`config.mk`:
```
export PLATFORM = sky130hd
export DESIGN_NAME = hamming_error_monitor
export DESIGN_NICKNAME = d
export VERILOG_FILES = /design/src/rtl/hamming_mon_pkg.sv /design/src/rtl/hem_event_fifo.sv /design/src/rtl/hamming_error_monitor.sv
export SDC_FILE = /design/constraint.sdc
export NUM_CORES = 1
export LEC_CHECK = 0
export ABC_AREA = 1
export CAP_MARGIN = 0
export CORE_MARGIN = 8
export CORE_UTILIZATION = 50
export DETAILED_ROUTE_END_ITERATION = 8
export DONT_BUFFER_PORTS = 1
export PLACE_DENSITY_LB_ADDON = 0.25
export SYNTH_ARGS = -nofsm -noshare
export SYNTH_HDL_FRONTEND = slang
export SYNTH_SLANG_ARGS = --single-unit
```
`constraint.sdc`:
```
create_clock -name clk -period 27.6 [get_ports clk]
set_input_delay 5.52 -clock clk [delete_from_list [all_inputs] [get_ports clk]]
set_output_delay 5.52 -clock clk [all_outputs]
set_load 0.005 [all_outputs]
```
`src/rtl/hamming_mon_pkg.sv`:
```
// Shared types for the Hamming(7,4) error monitor: FSM states, error kinds, event record
// and the per-block syndrome decoder.
package hamming_mon_pkg;

    typedef enum logic [0:0] {
        StIdle,
        StScan
    } hem_state_e;

    typedef enum logic {
        ErrData   = 1'b0,
        ErrParity = 1'b1
    } err_kind_e;

    // Block index field is sized for up to 256 blocks; the top slices it down.
    localparam int unsigned MaxBlockW = 8;

    typedef struct packed {
        logic [MaxBlockW-1:0] block;
        err_kind_e            kind;
        logic [1:0]           bit_idx;
        logic [3:0]           nibble;
    } evt_rec_t;

    typedef struct packed {
        logic      valid;
        err_kind_e kind;
        logic [1:0] bit_idx;
    } syn_dec_t;

    function automatic syn_dec_t decode_syn(input logic [2:0] syn);
        syn_dec_t dec;
        dec.valid   = 1'b1;
        dec.kind    = ErrData;
        dec.bit_idx = 2'd0;
        case (syn)
            3'b011: dec.bit_idx = 2'd3;
            3'b101: dec.bit_idx = 2'd2;
            3'b110: dec.bit_idx = 2'd1;
            3'b111: dec.bit_idx = 2'd0;
            3'b001: begin
                dec.kind    = ErrParity;
                dec.bit_idx = 2'd0;
            end
            3'b010: begin
                dec.kind    = ErrParity;
                dec.bit_idx = 2'd1;
            end
            3'b100: begin
                dec.kind    = ErrParity;
                dec.bit_idx = 2'd2;
            end
            default: dec.valid = 1'b0;
        endcase
        return dec;
    endfunction

endpackage

```
`src/rtl/hem_event_fifo.sv`:
```
// First-word-fall-through FIFO of error records. Head fields read as zero while empty;
// push_drop flags a push lost because the FIFO was full with no same-cycle pop.
module hem_event_fifo
    import hamming_mon_pkg::*;
#(
    parameter int unsigned Depth = 8
) (
    input  logic     clk,
    input  logic     rst,
    input  logic     push,
    input  evt_rec_t push_rec,
    input  logic     pop_ready,
    output evt_rec_t head_rec,
    output logic     empty,
    output logic     full,
    output logic     push_drop
);

    localparam int unsigned PtrW = $clog2(Depth);

    logic [PtrW:0] wr_ptr_q, wr_ptr_d;
    logic [PtrW:0] rd_ptr_q, rd_ptr_d;
    logic          do_push, do_pop;
    evt_rec_t      mem_q [Depth];

    always_comb begin
        empty     = (wr_ptr_q == rd_ptr_q);
        full      = (wr_ptr_q[PtrW] != rd_ptr_q[PtrW]) &&
                    (wr_ptr_q[PtrW-1:0] == rd_ptr_q[PtrW-1:0]);
        do_pop    = pop_ready && !empty;
        // A pop frees the slot in the same cycle, so a full FIFO still accepts.
        do_push   = push && (!full || do_pop);
        push_drop = push && full && !do_pop;
        wr_ptr_d  = wr_ptr_q + {{PtrW{1'b0}}, do_push};
        rd_ptr_d  = rd_ptr_q + {{PtrW{1'b0}}, do_pop};
        head_rec  = empty ? '0 : mem_q[rd_ptr_q[PtrW-1:0]];
    end

    always_ff @(posedge clk or posedge rst) begin
        if (rst) begin
            wr_ptr_q <= '0;
            rd_ptr_q <= '0;
        end else begin
            wr_ptr_q <= wr_ptr_d;
            rd_ptr_q <= rd_ptr_d;
        end
    end

    always_ff @(posedge clk) begin
        if (do_push) begin
            mem_q[wr_ptr_q[PtrW-1:0]] <= push_rec;
        end
    end

endmodule

```
`src/rtl/hamming_error_monitor.sv`:
```
// Scans a captured Hamming(7,4) syndrome one block per cycle and queues one record per faulty
// block. Statistics counters are built only when HEM_STATS_EN is defined.
module hamming_error_monitor
    import hamming_mon_pkg::*;
#(
    parameter int unsigned WIDTH       = 128,
    parameter int unsigned BLOCKS      = WIDTH / 4,
    parameter int unsigned PARITY_BITS = BLOCKS * 3,
    parameter int unsigned FIFO_DEPTH  = 8,
    parameter int unsigned CNT_W       = 16
) (
    input  logic                      clk,
    input  logic                      rst,
    input  logic                      chk_valid,
    input  logic [PARITY_BITS-1:0]    syndrome,
    input  logic [WIDTH-1:0]          counter_val,
    output logic                      evt_valid,
    input  logic                      evt_ready,
    output logic [$clog2(BLOCKS)-1:0] evt_block,
    output logic                      evt_kind,
    output logic [1:0]                evt_bit,
    output logic [3:0]                evt_nibble,
    output logic                      scan_busy,
    output logic                      overflow,
    input  logic                      clr_stats,
    output logic [CNT_W-1:0]          data_err_cnt,
    output logic [CNT_W-1:0]          par_err_cnt
);

    localparam int unsigned IdxW = $clog2(BLOCKS);

    hem_state_e              state_q, state_d;
    logic [IdxW-1:0]         idx_q, idx_d;
    logic [BLOCKS-1:0][2:0]  shadow_syn_q, shadow_syn_d;
    logic [BLOCKS-1:0][3:0]  shadow_val_q, shadow_val_d;
    logic [PARITY_BITS-1:0]  last_syn_q, last_syn_d;
    logic                    scan_busy_q, scan_busy_d;
    logic                    overflow_q, overflow_d;

    syn_dec_t cur_dec;
    evt_rec_t push_rec;
    evt_rec_t head_rec;
    logic     push;
    logic     fifo_empty;
    logic     fifo_full;
    logic     push_drop;

    always_comb begin
        state_d      = state_q;
        idx_d        = idx_q;
        shadow_syn_d = shadow_syn_q;
        shadow_val_d = shadow_val_q;
        last_syn_d   = last_syn_q;
        unique case (state_q)
            StIdle: begin
                // Dropping chk_valid closes the window so a held syndrome may rescan later.
                if (!chk_valid) begin
                    last_syn_d = '0;
                end else if (|syndrome && (syndrome != last_syn_q)) begin
                    state_d      = StScan;
                    shadow_syn_d = syndrome;
                    shadow_val_d = counter_val;
                    last_syn_d   = syndrome;
                    idx_d        = '0;
                end
            end
            StScan: begin
                idx_d = idx_q + IdxW'(1);
                if (idx_q == IdxW'(BLOCKS - 1)) begin
                    state_d = StIdle;
                    idx_d   = '0;
                end
            end
            default: state_d = StIdle;
        endcase
        scan_busy_d = (state_d == StScan);
    end

    always_comb begin
        cur_dec          = decode_syn(shadow_syn_q[idx_q]);
        push             = (state_q == StScan) && cur_dec.valid;
        push_rec.block   = MaxBlockW'(idx_q);
        push_rec.kind    = cur_dec.kind;
        push_rec.bit_idx = cur_dec.bit_idx;
        push_rec.nibble  = shadow_val_q[idx_q];
        overflow_d       = clr_stats ? 1'b0 : (overflow_q | push_drop);
    end

    always_ff @(posedge clk or posedge rst) begin
        if (rst) begin
            state_q      <= StIdle;
            idx_q        <= '0;
            shadow_syn_q <= '0;
            shadow_val_q <= '0;
            last_syn_q   <= '0;
            scan_busy_q  <= 1'b0;
            overflow_q   <= 1'b0;
        end else begin
            state_q      <= state_d;
            idx_q        <= idx_d;
            shadow_syn_q <= shadow_syn_d;
            shadow_val_q <= shadow_val_d;
            last_syn_q   <= last_syn_d;
            scan_busy_q  <= scan_busy_d;
            overflow_q   <= overflow_d;
        end
    end

    hem_event_fifo #(
        .Depth(FIFO_DEPTH)
    ) u_fifo (
        .clk       (clk),
        .rst       (rst),
        .push      (push),
        .push_rec  (push_rec),
        .pop_ready (evt_ready),
        .head_rec  (head_rec),
        .empty     (fifo_empty),
        .full      (fifo_full),
        .push_drop (push_drop)
    );

    assign evt_valid  = !fifo_empty;
    assign evt_block  = head_rec.block[IdxW-1:0];
    assign evt_kind   = head_rec.kind;
    assign evt_bit    = head_rec.bit_idx;
    assign evt_nibble = head_rec.nibble;
    assign scan_busy  = scan_busy_q;
    assign overflow   = overflow_q;

    logic unused_sig;
    assign unused_sig = ^{fifo_full, head_rec.block[MaxBlockW-1:IdxW]};

`ifdef HEM_STATS_EN
    logic [CNT_W-1:0] data_cnt_q, data_cnt_d;
    logic [CNT_W-1:0] par_cnt_q, par_cnt_d;

    // Every decoded error counts, whether the FIFO kept the record or not.
    always_comb begin
        data_cnt_d = data_cnt_q;
        par_cnt_d  = par_cnt_q;
        if (clr_stats) begin
            data_cnt_d = '0;
            par_cnt_d  = '0;
        end else if (push) begin
            if (cur_dec.kind == ErrData) begin
                if (data_cnt_q != '1) data_cnt_d = data_cnt_q + CNT_W'(1);
            end else begin
                if (par_cnt_q != '1) par_cnt_d = par_cnt_q + CNT_W'(1);
            end
        end
    end

    always_ff @(posedge clk or posedge rst) begin
        if (rst) begin
            data_cnt_q <= '0;
            par_cnt_q  <= '0;
        end else begin
            data_cnt_q <= data_cnt_d;
            par_cnt_q  <= par_cnt_d;
        end
    end

    assign data_err_cnt = data_cnt_q;
    assign par_err_cnt  = par_cnt_q;
`else
    assign data_err_cnt = '0;
    assign par_err_cnt  = '0;
`endif

endmodule

```
==> results of run 1 <==
==> report_power, final <==
part	total (mW)	switching, mW	internal (mW)
clock	0.620	0.257	0.363
sequential	1.13	0.150	0.980
combinational	1.02	0.701	0.320
==> cells in the final DEF, fill, tap and decap left out, types with 3 or more instances in the layout <==
cell	n
ha_1	6
nand3_1	324
edfxtp_1	96
clkbuf_16	48
inv_2	7
dfrtp_1	333
o21ai_0	128
bufinv_16	3
clkinv_2	9
o221ai_1	12
nor4_1	9
inv_1	155
conb_1	32
or2_2	11
buf_4	17
clkbuf_8	5
o22ai_1	42
clkbuf_1	17
a31oi_1	12
nor2_1	274
nand2_1	934
a21oi_1	10
nand4_1	5
xor2_1	48
clkinv_1	6
o211ai_1	7
nor3_1	8
==> metal layers <==
layer | up-vias | share of wire, % | GRT usage, %
li1 | 8161 | - | -
met1 | 8088 | 43 | 30.5
met2 | 539 | 47 | 36.9
met3 | 112 | 6.7 | 4.51
met4 | 0 | 3.6 | 9.60
met5 | - | 0 | 0
==> stage by stage <==
step | utilization (%) | area [um^2] | hold WS [ps] | power, mW
2_1_floorplan | - | 21100 | 434 | 1.88
3_3_place_gp | 50.3 | 21000 | 447 | 2.13
4_1_cts | 53.9 | 22500 | 467 | 2.80
6_report | 53.9 | 22500 | 466 | 2.77
3_5_place_dp | 50.3 | 21000 | 453 | 2.17
5_1_grt | 53.9 | 22500 | 483 | 3.00
==> kinds of logic (layout without fill, tap and decap cells) <==
logic type	after synthesis	after routing	synth area share [%]
AND/OR/NAND/NOR	1570	1570	30.5
flip-flops	431	431	53.7
buffers and inverters	346	273	7.70
AO/OA/AOI/OAI	211	211	5.66
XOR/XNOR	50	50	2.09
adder cells (fa/ha/maj)	6	6	0.358
other	1	32	0.0179
==> worst max-delay path, delay by kind of cell, from the launching register on <==
family                 cells  cell delay (ps)
AO/OA/AOI/OAI              2              480
buffers and inverters      4             1310
AND/OR/NAND/NOR            4              320
flip-flops                 1              360
==> sequential cells by signal, summed over array words and instances, names as in the netlist <==
signal           count
overflow             1
idx_q                5
last_syn_q          96
shadow_syn_q        96
u_fifo.mem_q        96
u_fifo.wr_ptr_q      4
scan_busy            1
shadow_val_q       128
u_fifo.rd_ptr_q      4
==> layout make-up <==
class | count | area (um^2) | area share [%]
Tap cell | 539 | 674 | 3.00
Clock buffer | 70 | 1330 | 5.94
Timing Repair Buffer | 18 | 148 | 0.657
Multi-Input combinational cell | 1869 | 8230 | 36.6
Clock inverter | 17 | 175 | 0.780
Inverter | 168 | 643 | 2.86
Sequential cell | 431 | 11300 | 50.2
==> final timing paths <==
kind,slack (ps),cells after the start,endpoint
max,19010,10,evt_kind
min,470,2,shadow_val_q[71]
max reg2reg,23140,12,u_fifo.mem_q[0][7]
min reg2reg,470,2,shadow_val_q[71]
max in group asynchronous,20190,3,idx_q[1]
min in group asynchronous,4950,1,last_syn_q[47]
==> flow_summary.json, run 1 <==
{
  "outcome": "finished, final reports clean",
  "dpl_worst_slack_ps": 18440,
  "synth_sequential_area_ratio_pct": 53.7,
  "tightestPinTransition_ps": 1240,
  "synth-seq-cells": 431,
  "async_reset_ff_share_pct": 77.7,
  "cpPeakStageDelay_ps": 680,
  "cap_violations": 0,
  "final.setup_skew_ps": 21.8,
  "postRouteWirelength_mm": 57.1,
  "fp.dieArea_mm2": 0.0488,
  "setup.worst_path.start_class": "flip-flop",
  "post-route-worst-setup-slack_ps": 19010,
  "clock_tree.root_cell": "clkbuf_16",
  "hold_path.startpoint": "shadow_val_q[71]",
  "synth_top_cell_by_area": "dfrtp_1",
  "initial_utilization_pct": 50.3,
  "postSynthAreaPerCell_um2": 8.02,
  "postCtsSetupBuffers": 0,
  "flow.area_growth_from_synthesis_pct": 7.14,
  "wire_length_of_the_first_global_routing_pass_mm": 91.2,
  "synthTopCellsByArea": "dfrtp_1, nand2_1, edfxtp_1",
  "drcViolationCount": 0,
  "finish.net_count": 2770,
  "nFillCells": 3869,
  "worstPathRequired_ps": 22080,
  "worst_setup_path_type": "flip-flop to primary output",
  "final-setup-viol-count": 0,
  "dp_hpwl_mm": 37.6,
  "worst_ir_drop_vdd_uv": 63.2,
  "post_cts_resized": 0,
  "io_buffer_count": 0,
  "post_drt_via_cell_ratio": 5.43,
  "power.static_leakage_nw": 11.4,
  "rsz0062_at_grt": "false",
  "die-height_um": 221,
  "clock_latency_at_the_later_pin_of_the_worst_skew_pair_ps": 590,
  "synthFlopType": "dfrtp_1",
  "grt_pass1_vias": 16500,
  "synth-edff-count": 96,
  "pin_count_of_the_biggest_net_entering_global_routing": 225,
  "yosysUniqueCellTypes": 32,
  "hold_buffers": 0,
  "row_count": 75,
  "worstSetupStartpoint": "u_fifo.rd_ptr_q[1]",
  "chipWidth_um": 221,
  "clkTransAtPathRegs_ps": 60,
  "timing.hold.worst.class": "flip-flop to flip-flop",
  "drt_first_iter_violations": 1526,
  "min_period_ps": 8590,
  "h_tree_levels": 2,
  "grt_overflow_total": 0,
  "vias": 16900,
  "maxSlewHeadroom_pct": 17.3,
  "power.density_cell_area_mw_per_mm2": 123,
  "synth.top_cell.area_share_pct": 40.0,
  "cts_buffer_depth": 3,
  "final_cells": 3112,
  "grt_util_all_layers_pct": 23.0,
  "cpMaxStageDelayCell": "inv_1",
  "ys_top_cells_by_count": "nand2_1, dfrtp_1, nand3_1, nor2_1, inv_1",
  "clock-sinks": 431,
  "postRouteAntennaNets": 0,
  "timing_max_transition_violations_final": 0,
  "cp-end-kind": "primary output",
  "drtPass1Iterations": 7,
  "worst_ep_arrival_time_ps": 3070,
  "synthCells": 2615,
  "routed_wire_length_per_instance_um": 18.4,
  "tns_ps": 0,
  "critical_path.most_common_cell": "inv_1",
  "final.period_utilization_pct": 31.1,
  "placedCellCount": 3025,
  "max_freq_mhz": 116,
  "post_route_cells_drive_above_1_share_pct": 4.35,
  "initial_antenna_violation_count": 0,
  "tritoncts_clock_tree": "built",
  "n_antenna_cell": 0,
  "most_common_cell_in_the_synthesized_netlist": "nand2_1",
  "synthesis.yosys.warnings": 0,
  "worstPathCellList": "buf_4 -> inv_1 -> nand2_1 -> nand4_1 -> nor2_1 -> inv_1 -> nor2_1 -> inv_1 -> o21ai_0 -> a31oi_1",
  "critical_path.max_fanout": 28,
  "post_synth_instance_area_mm2": 0.0210,
  "r2r-start": "idx_q[0]",
  "core-area_mm2": 0.0417,
  "num_io_pins": 276,
  "clock_buffer_count_from_cts": 47,
  "hold_viol_final": 0,
  "finalWeightedCongestion": 0.840
}
No activity file was read; power rests on OpenSTA's default activity.
==> run 2, diff against run 1 <==
- clock period: 27.6 -> 9 ns (I/O delays scaled with it)
==> run 2 against run 1 <==
Compared with the run above: die area is the same; largest power group unchanged; highest routed layer unchanged; flip-flop and latch count is the same; first-iteration DRC count grew 13%.
==> flow_summary.json, run 2 (synthesized netlist as in run 1, its figures left out) <==
{
  "clock_buffer_count_from_cts": 49,
  "row_count": 75,
  "critical_path.max_fanout": 28,
  "drcViolationCount": 0,
  "drtPass1Iterations": 5,
  "pin_count_of_the_biggest_net_entering_global_routing": 166,
  "final.setup_skew_ps": 18.6,
  "power.density_cell_area_mw_per_mm2": 384,
  "tritoncts_clock_tree": "built",
  "worst_ep_arrival_time_ps": 3520,
  "power.static_leakage_nw": 11.5,
  "finalWeightedCongestion": 0.854,
  "worstSetupStartpoint": "u_fifo.rd_ptr_q[1]",
  "clock-sinks": 431,
  "postRouteAntennaNets": 0,
  "layout.cell_area.non_filler_mm2": 0.0226,
  "vias": 17100,
  "rr_endpoint": "u_fifo.mem_q[1][0]",
  "worst_ir_drop_vdd_uv": 189,
  "worstPathRequired_ps": 7200,
  "initial_antenna_violation_count": 0,
  "cap_violations": 0,
  "n_antenna_cell": 0,
  "length_in_cells_of_the_worst_reg_to_reg_path": 10,
  "fp.dieArea_mm2": 0.0488,
  "tightestPinTransition_ps": 1370,
  "grt_overflow_total": 0,
  "outcome": "finished, final reports clean",
  "final-setup-viol-count": 0,
  "r2r-start": "idx_q[0]",
  "timing_max_transition_violations_final": 0,
  "finish.net_count": 2771,
  "maxSlewHeadroom_pct": 8.09,
  "worst_setup_path_type": "flip-flop to primary output",
  "flow.area_growth_from_synthesis_pct": 7.98,
  "largest_register_ffs": 128,
  "max_freq_mhz": 188,
  "post_cts_resized": 0,
  "h_tree_levels": 2,
  "clkTransAtPathRegs_ps": 60,
  "clock_latency_at_the_later_pin_of_the_worst_skew_pair_ps": 590,
  "reg2reg_setup_slack_ps": 4540,
  "tns_ps": 0,
  "cts_buffer_depth": 3,
  "die-height_um": 221,
  "core-area_mm2": 0.0417,
  "rsz0062_at_grt": "false",
  "layout.cells.most_common": "nand2_1",
  "clock_tree.root_cell": "clkbuf_16",
  "routed_wire_length_per_instance_um": 18.7,
  "grt_pass1_vias": 16500,
  "final.period_utilization_pct": 59.1,
  "postCtsSetupBuffers": 0,
  "area_post_placement_mm2": 0.0210,
  "io_buffer_count": 0,
  "wire_length_of_the_first_global_routing_pass_mm": 92.0,
  "min_period_ps": 5320,
  "num_io_pins": 276,
  "drt_first_iter_violations": 1730,
  "chipWidth_um": 221,
  "post_drt_via_cell_ratio": 5.51,
  "setup.worst_path.start_class": "flip-flop",
  "end_point_of_the_critical_path": "evt_block[4]",
  "grt_util_all_layers_pct": 23.2,
  "timing.hold.worst.class": "flip-flop to flip-flop",
  "cp-end-kind": "primary output",
  "hold_viol_final": 0,
  "final_cell_mix": "nand2_1, dfrtp_1, nand3_1",
  "hold_buffers": 0,
  "dp_hpwl_mm": 37.5,
  "post_route_cells_drive_above_1_share_pct": 4.74,
  "initial_utilization_pct": 50.3,
  "nFillCells": 3844,
  "largest_register": "shadow_val_q",
  "postRouteWirelength_mm": 58.1
}
==> run 2: area by class of cell <==
cell class	instances	area [um^2]	area share [%]
Multi-Input combinational cell	1869	8230	36.3
Clock buffer	64	1340	5.93
Clock inverter	26	322	1.42
Tap cell	539	674	2.98
Inverter	168	639	2.82
Timing Repair Buffer	17	173	0.762
Sequential cell	431	11300	49.8
==> run 2: routing by layer <==
metal  share of wire [%]  vias up  global-route usage (%)
li1                    -     8169                       -
met1                  42     8278                    30.5
met2                  48      606                    37.9
met3                 7.4       91                    5.41
met4                 2.5        0                    6.87
met5                   0        -                       0
==> run 2: report_power, final <==
| part | switching (mW) | internal (mW) |
|---|---|---|
| sequential | 0.498 | 3.01 |
| combinational | 2.14 | 0.989 |
| clock | 0.819 | 1.25 |
| total | 3.46 | 5.25 |
==> run 2: stage by stage <==
step | power, mW | std cells | util [%] | setup WS, ps | hold WS (ps)
2_1_floorplan | 5.76 | 2646 | - | 2720 | 434
3_3_place_gp | 6.53 | 3023 | 50.3 | 3500 | 449
3_5_place_dp | 6.65 | 3023 | 50.3 | 3420 | 450
4_1_cts | 8.75 | 3113 | 54.3 | 3620 | 464
5_1_grt | 9.36 | 3114 | 54.4 | 3320 | 480
6_report | 8.71 | 3114 | 54.4 | 3680 | 463
==> run 2: worst min path at each step <==
| stage | from | end | slack, ps | cells after the start |
|---|---|---|---|---|
| finish | shadow_syn_q[1] | shadow_syn_q[1] | 460 | 2 |
| global route | shadow_syn_q[61] | shadow_syn_q[61] | 480 | 2 |
| CTS | shadow_syn_q[61] | shadow_syn_q[61] | 460 | 2 |
| detailed placement | shadow_syn_q[1] | shadow_syn_q[1] | 450 | 2 |
| global placement | shadow_syn_q[14] | shadow_syn_q[14] | 450 | 2 |
| floorplan | shadow_syn_q[12] | shadow_syn_q[12] | 430 | 2 |
==> run 2: worst max-delay path: stages, from the launching register on <==
cell and delay [ps]:
dfrtp_1 1010, inv_1 740, nand2_1 210, nand4_1 100
nor2_1 130, inv_1 50, nor2_1 120, inv_1 240
o21ai_0 210, a31oi_1 120
